$ cat src/rtl/udiv_arb_pkg.sv
// Shared types and constants for the divider arbiter.
package udiv_arb_pkg;

    localparam int DIVIDEND_W = 8;
    localparam int DIVISOR_W  = 4;

    // Result reported on a zero divisor or a hung divider.
    localparam logic [DIVIDEND_W-1:0] ERR_QUOTIENT  = 8'hFF;
    localparam logic [DIVISOR_W-1:0]  ERR_REMAINDER = 4'h0;

    typedef enum logic [1:0] {
        IDLE,
        ISSUE,
        WAIT,
        RESP
    } state_t;

endpackage

$ cat src/rtl/udiv_arbiter_rr_pick.sv
// Combinational round-robin selector. The scan starts at ptr, which is the
// highest-priority requester, and wraps modulo NREQ.
module rr_pick #(
    parameter int NREQ  = 4,
    parameter int IDX_W = 2
) (
    input  logic [NREQ-1:0]  req,
    input  logic [IDX_W-1:0] ptr,
    output logic [NREQ-1:0]  gnt,
    output logic [IDX_W-1:0] idx
);

    int               slot;
    logic [IDX_W-1:0] slot_idx;
    logic             found;

    // Walk the requesters in priority order and take the first one asserted.
    always_comb begin
        // NOTE: every output gets a default before the loop; a path that left
        // one unassigned would infer a latch.
        gnt      = '0;
        idx      = '0;
        found    = 1'b0;
        slot     = 0;
        slot_idx = '0;
        for (int i = 0; i < NREQ; i++) begin
            slot = int'(ptr) + i;
            if (slot >= NREQ) begin
                slot = slot - NREQ;
            end
            slot_idx = IDX_W'(slot);
            if (!found && req[slot_idx]) begin
                found         = 1'b1;
                gnt[slot_idx] = 1'b1;
                idx           = slot_idx;
            end
        end
    end

endmodule

$ cat src/rtl/udiv_arbiter.sv
// Round-robin front end sharing one multi-cycle divider among NREQ requesters.
// One operation is in flight at a time; zero divisors are answered locally and
// a watchdog resets a divider that never raises done.
module udiv_arbiter
    import udiv_arb_pkg::*;
#(
    parameter int NREQ    = 4,
    parameter int TIMEOUT = 31
) (
    input  logic                       CLK,
    input  logic                       iRESET,
    input  logic [NREQ-1:0]            iREQ,
    input  logic [NREQ*DIVIDEND_W-1:0] iDIVIDEND,
    input  logic [NREQ*DIVISOR_W-1:0]  iDIVISOR,
    output logic [NREQ-1:0]            oGNT,
    output logic [NREQ-1:0]            oRSPVLD,
    output logic [DIVIDEND_W-1:0]      oQUOTIENT,
    output logic [DIVISOR_W-1:0]       oREMAINDER,
    output logic                       oERR,
    output logic [DIVIDEND_W-1:0]      oDIV_DIVIDEND,
    output logic [DIVISOR_W-1:0]       oDIV_DIVISOR,
    output logic                       oDIV_VLD,
    output logic                       oDIV_RESET,
    input  logic [DIVIDEND_W-1:0]      iDIV_QUOTIENT,
    input  logic [DIVISOR_W-1:0]       iDIV_REMAINDER,
    input  logic                       iDIV_DONE
);

    localparam int IDX_W  = $clog2(NREQ);
    localparam int WDOG_W = 8;

    state_t                 state;
    state_t                 next_state;

    logic [IDX_W-1:0]       ptr;
    logic [IDX_W-1:0]       owner;
    logic [IDX_W-1:0]       pick_idx;
    logic [IDX_W-1:0]       next_ptr;
    logic [NREQ-1:0]        pick_gnt;
    logic [NREQ-1:0]        gnt_q;
    logic                   any_req;

    logic [DIVIDEND_W-1:0]  pick_dividend;
    logic [DIVISOR_W-1:0]   pick_divisor;
    logic [DIVIDEND_W-1:0]  op_dividend;
    logic [DIVISOR_W-1:0]   op_divisor;
    logic                   zero_div;

    logic [DIVIDEND_W-1:0]  res_quotient;
    logic [DIVISOR_W-1:0]   res_remainder;
    logic                   res_err;

    logic [WDOG_W-1:0]      wdog;
    logic                   wdog_expired;
    logic                   tmo_pulse;

    assign any_req      = |iREQ;
    assign wdog_expired = (wdog == WDOG_W'(TIMEOUT));
    assign next_ptr     = (pick_idx == IDX_W'(NREQ - 1)) ? '0 : pick_idx + 1'b1;

    rr_pick #(
        .NREQ  (NREQ),
        .IDX_W (IDX_W)
    ) u_rr_pick (
        .req (iREQ),
        .ptr (ptr),
        .gnt (pick_gnt),
        .idx (pick_idx)
    );

    // Route the winning requester's operands to the capture registers.
    always_comb begin
        pick_dividend = '0;
        pick_divisor  = '0;
        for (int k = 0; k < NREQ; k++) begin
            if (pick_idx == IDX_W'(k)) begin
                pick_dividend = iDIVIDEND[k*DIVIDEND_W +: DIVIDEND_W];
                pick_divisor  = iDIVISOR[k*DIVISOR_W +: DIVISOR_W];
            end
        end
    end

    // FSM state register.
    always_ff @(posedge CLK or posedge iRESET) begin
        // NOTE: sequential state uses non-blocking assignments so every
        // register samples values from before the edge, independent of order.
        if (iRESET) begin
            state <= IDLE;
        end else begin
            state <= next_state;
        end
    end

    // FSM next-state logic. A zero-divisor operation still spends its grant
    // cycle in ISSUE, with the launch suppressed, so the error response lands
    // in the cycle right after the grant pulse.
    always_comb begin
        next_state = state;
        case (state)
            IDLE:    if (any_req) next_state = ISSUE;
            ISSUE:   next_state = zero_div ? RESP : WAIT;
            WAIT:    if (iDIV_DONE || wdog_expired) next_state = RESP;
            RESP:    next_state = IDLE;
            default: next_state = IDLE;
        endcase
    end

    // Grant, operand capture, result capture, watchdog and timeout pulse.
    always_ff @(posedge CLK or posedge iRESET) begin
        // NOTE: operand and result registers are reset too, so the divider
        // buses and the result buses read zero straight out of reset.
        if (iRESET) begin
            ptr           <= '0;
            owner         <= '0;
            gnt_q         <= '0;
            op_dividend   <= '0;
            op_divisor    <= '0;
            zero_div      <= 1'b0;
            res_quotient  <= '0;
            res_remainder <= '0;
            res_err       <= 1'b0;
            wdog          <= '0;
            tmo_pulse     <= 1'b0;
        end else begin
            gnt_q     <= '0;
            tmo_pulse <= 1'b0;
            case (state)
                IDLE: begin
                    if (any_req) begin
                        ptr         <= next_ptr;
                        owner       <= pick_idx;
                        gnt_q       <= pick_gnt;
                        op_dividend <= pick_dividend;
                        op_divisor  <= pick_divisor;
                        zero_div    <= (pick_divisor == '0);
                    end
                end
                ISSUE: begin
                    wdog <= '0;
                    if (zero_div) begin
                        res_quotient  <= ERR_QUOTIENT;
                        res_remainder <= ERR_REMAINDER;
                        res_err       <= 1'b1;
                    end
                end
                WAIT: begin
                    // Done takes priority over a watchdog expiring on the same edge.
                    if (iDIV_DONE) begin
                        res_quotient  <= iDIV_QUOTIENT;
                        res_remainder <= iDIV_REMAINDER;
                        res_err       <= 1'b0;
                    end else if (wdog_expired) begin
                        res_quotient  <= ERR_QUOTIENT;
                        res_remainder <= ERR_REMAINDER;
                        res_err       <= 1'b1;
                        tmo_pulse     <= 1'b1;
                    end else begin
                        wdog <= wdog + 1'b1;
                    end
                end
                default: ;
            endcase
        end
    end

    // FSM outputs decoded from the current state.
    always_comb begin
        oDIV_VLD   = (state == ISSUE) && !zero_div;
        oRSPVLD    = '0;
        oQUOTIENT  = '0;
        oREMAINDER = '0;
        oERR       = 1'b0;
        if (state == RESP) begin
            oRSPVLD[owner] = 1'b1;
            oQUOTIENT      = res_quotient;
            oREMAINDER     = res_remainder;
            oERR           = res_err;
        end
    end

    assign oGNT          = gnt_q;
    assign oDIV_DIVIDEND = op_dividend;
    assign oDIV_DIVISOR  = op_divisor;
    assign oDIV_RESET    = iRESET | tmo_pulse;

endmodule

$ cat config.mk
export PLATFORM = sky130hd
export DESIGN_NAME = udiv_arbiter
export DESIGN_NICKNAME = d
export VERILOG_FILES = /design/src/rtl/udiv_arb_pkg.sv /design/src/rtl/udiv_arbiter_rr_pick.sv /design/src/rtl/udiv_arbiter.sv
export SDC_FILE = /design/constraint.sdc
export NUM_CORES = 1
export LEC_CHECK = 0
export CAP_MARGIN = 20
export CELL_PAD_IN_SITES_DETAIL_PLACEMENT = 1
export CELL_PAD_IN_SITES_GLOBAL_PLACEMENT = 2
export CORE_ASPECT_RATIO = 0.7
export CORE_UTILIZATION = 23
export DETAILED_ROUTE_END_ITERATION = 8
export PLACE_DENSITY_LB_ADDON = 0.1
export SLEW_MARGIN = 20
export SYNTH_ARGS = -nofsm -noshare
export SYNTH_HDL_FRONTEND = slang
export SYNTH_SLANG_ARGS = --single-unit
$ cat constraint.sdc
create_clock -name CLK -period 3.4 [get_ports CLK]
set_input_delay 0.51 -clock CLK [delete_from_list [all_inputs] [get_ports CLK]]
set_output_delay 0.51 -clock CLK [all_outputs]
set_load 0.01 [all_outputs]
==> metrics.md <==
| Metric | Value |
|---|---|
| Outcome | finished clean |
| Vias in the first global route | 2,880 |
| Worst-path fanout max | 24 |
| Grt ovf | 0 |
| CP max-delay cell | mux4_2 |
| Area after DPL | 4170 um^2 |
| Area delta synth->final | 52.8% |
| CP Buf/Inv Count | 5 |
| Clk slew on worst S/H paths | 60 ps |
| Core box area | 11,900 um^2 |
| Clock Tree Buf Depth | 2 |
| Routed vias | 2,726 |
| PwrDens | 994 nW/um^2 |
| Cell family with most CP delay | buffers and inverters |
| GR Util met1 | 20.4% |
| Largest net degree at the start of global routing | 46 |
| Root Buffer Master | clkbuf_16 |
| 1st-iter DRT viols | 67 |
| Pins over their slew limit | 0 |
| Synth cell types | 48 |
| Antenna-violating nets left | 0 |
| WP data arrival | 3360 ps |
| Antenna Cells | 0 |
| Synth area leaders | dfrtp_1 (39%), ha_1 (7.0%), nand2_1 (5.8%) |
| Post-route setup slack | 255 ps |
| GRT Total Usage | 15.0% |
| Critical path type | input pin to register |
| Full die area | 12,900 um^2 |
| Netlist Area Pre-Place | 2860 um^2 |
| CP peak stage delay | 520 ps |
| Share of cells above drive strength 1 | 10.8% |
| DRC | 0 |
| Worst path cell trace | clkdlybuf4s50_1, mux4_2, buf_4, inv_1, a21oi_2, mux2i_2, inv_1, ha_1, buf_12, a21oi_1, o21ai_0, a22oi_2, nand4_1, o21ai_0 |
| Via density per instance | 4.67 |
| Worst-Skew Late Latency | 290 ps |
| H-tree depth | 2 |
| Worst-Margin Slew | 833 ps |
| Grt met2 use | 24.6% |
| WL final | 8930 um |
| Synth top area share | 39.4% |
| Max Cap Viol | 0 |
| CP endpoint kind | register |
| Synthesis-stage register bit count | 45 |
| Endpoints failing hold | 0 |
| Post-route cell area | 4370 um^2 |
| Post-synthesis sequential area ratio | 39.4% |
| Clock Skew | 7.18 ps |
| Die H | 95.3 um |
| Setup Viol. Count Final | 0 |
| Ys flop type | dfrtp_1 |
| Avg Cell Area, Syn | 9.05 um^2 |
| Max_slew headroom | 44.4% |
| Final Cycle Share | 92.5% |
| Grt peak-use layer | met2 |
| Initial antenna violation count | 0 |
| Starting Density | 24.1% |
| Lkg Pwr | 1.80 nW |
| Syn Nets | 399 |
| PortBufs | 101 |
| GPL Wtd Cong | 0.744 |
| HPWL Detailed | 6900 um |
| Net count, final | 509 |
| Min cycle time layout | 3140 ps |
| Fmax | 318 MHz |
| WP data required | 3610 ps |
| Startpoint types | input pin |
| Number of buffers created by CTS | 5 |
| Synth Instances | 316 |
| Cts hold-fix bufs | 0 |
| Clk sink count | 45 |
| Met3 global-route usage | 2.60% |
| Resized cells post-CTS | 0 |
| Place WS | -201 ps |
| Avg WL per Cell | 15.3 um |
| VDD IR max | 304 uV |
| Number of synthesized flops with an enable pin | 0 |
| # rows | 33 |
| CTS tree | built |
| Area leader, netlist | dfrtp_1 |
| DRT Pass-1 Iters | 4 |
| Global-route wire length before repair | 14,900 um |
| Fill cell count | 1,388 |
| Setup Fix Bufs, Post-CTS | 0 |
| Async SR Flop Fraction | 100% |
| IO Count | 102 |
| Die span in x | 135 um |
| RSZ-0062 raised after global routing | no |
| Yosys warns | 0 |
| Hold/Removal Path Class | register to register |
## through the flow
step / hold WS, ps / setup TNS, ps / power, mW / cells / util [%]
2_1_floorplan: 458 / 0 / 2.58 / 316 / -
3_5_place_dp: 474 / -301 / 3.75 / 576 / 35.1
4_1_cts: 492 / 0 / 4.41 / 584 / 36.7
5_1_grt: 511 / 0 / 4.78 / 584 / 36.7
6_report: 486 / 0 / 4.34 / 584 / 36.7
3_3_place_gp: 463 / -80.1 / 3.69 / 576 / 35.1
## tightest hold or removal path, cell delays in order (launching register included)
cell	delay (ps)
dfrtp_1	340
nand2_1	50
o21ai_0	60
## layout make-up
cell class / instances / area, um^2 / share of cell area, %
clock inverters: 3 / 65.1 / 1.49
flip-flops and latches: 45 / 1130 / 25.8
clock buffers: 5 / 125 / 2.86
repair buffers: 119 / 1190 / 27.1
inverters: 15 / 57.6 / 1.32
multi-input cells: 240 / 1610 / 36.9
well taps: 157 / 196 / 4.50
## cell usage after synthesis (3+ instances only)
library cell and instances:
dfrtp_1 45, nand2_1 44, o21ai_0 25, a21oi_1 23, nor2b_1 17, ha_1 16
inv_1 15, and2_1 14, clkbuf_1 13, nor2_1 13, a221oi_1 12, o22a_1 9
nor3_1 8, nand2b_1 5, a22o_1 4, a22oi_1 4, a21oi_2 3, mux4_2 3
or4_1 3
## path summary, 6_finish.rpt
check	startpoint	endpoint	slack, ps	cells past startpoint
min in group asynchronous	iRESET	res_quotient[3]	690	2
hold / removal	oDIV_DIVIDEND[2]	oDIV_DIVIDEND[2]	490	2
setup reg to reg	ptr[0]	zero_div	370	14
hold reg to reg	oDIV_DIVIDEND[2]	oDIV_DIVIDEND[2]	490	2
max in group asynchronous	iRESET	oGNT[1]	2200	2
setup / recovery	iREQ[2]	zero_div	260	14
## cell usage in the layout, fill, tap and decap left out, types with 2 or more instances in the layout
cell type        instances
mux4_2                   4
ha_1                    16
nand4_1                  2
clkinv_2                 2
nor2b_1                 17
or4_1                    3
a21oi_2                  3
a211oi_1                 2
and3_1                   2
mux2_2                   2
or2_2                    2
nor2_1                  13
clkdlybuf4s50_1        100
buf_4                   15
o21ai_0                 25
nand2_1                 44
bufinv_16                2
buf_12                   3
o21ai_2                  2
xor2_1                   2
a22o_1                   4
o211ai_1                 2
clkbuf_16                5
o22a_1                   9
a21oi_1                 23
a22oi_1                  3
inv_1                   14
dfrtp_1                 45
nand2b_1                 5
a221oi_1                12
and2_1                  14
and3b_1                  2
nor3_1                   8
## power breakdown
part           switching [mW]  internal, mW  total [mW]  leakage, nW
Clock                   0.217         0.420       0.638       0.0938
Sequential              0.123         0.737       0.861        0.557
Combinational            1.50          1.34        2.84         1.15
## logic make-up (layout without fill, tap and decap cells)
group	after synthesis	count (layout)	share of synthesized area (%)
multiplexers	8	8	4.77
flip-flops	45	45	39.4
AO/OA/AOI/OAI	92	92	21.3
AND/OR/NAND/NOR	122	122	22.6
buffers and inverters	31	142	4.42
XOR/XNOR	2	2	0.613
adder cells (fa/ha/maj)	16	16	7.00
## layer usage
metal,wire length [um],share of wire [%]
met1,4410,49
met2,4130,46
met3,326,3.7
met4,65,0.73
met5,0,0
## state kept, by name (all words and copies together) (netlist names)
signal / flops
oDIV_DIVIDEND: 8
oDIV_DIVISOR: 4
oGNT: 4
owner: 2
ptr: 2
res_err: 1
res_quotient: 8
res_remainder: 4
state: 2
tmo_pulse: 1
wdog: 8
zero_div: 1
No activity file was read; power rests on OpenSTA's default activity.
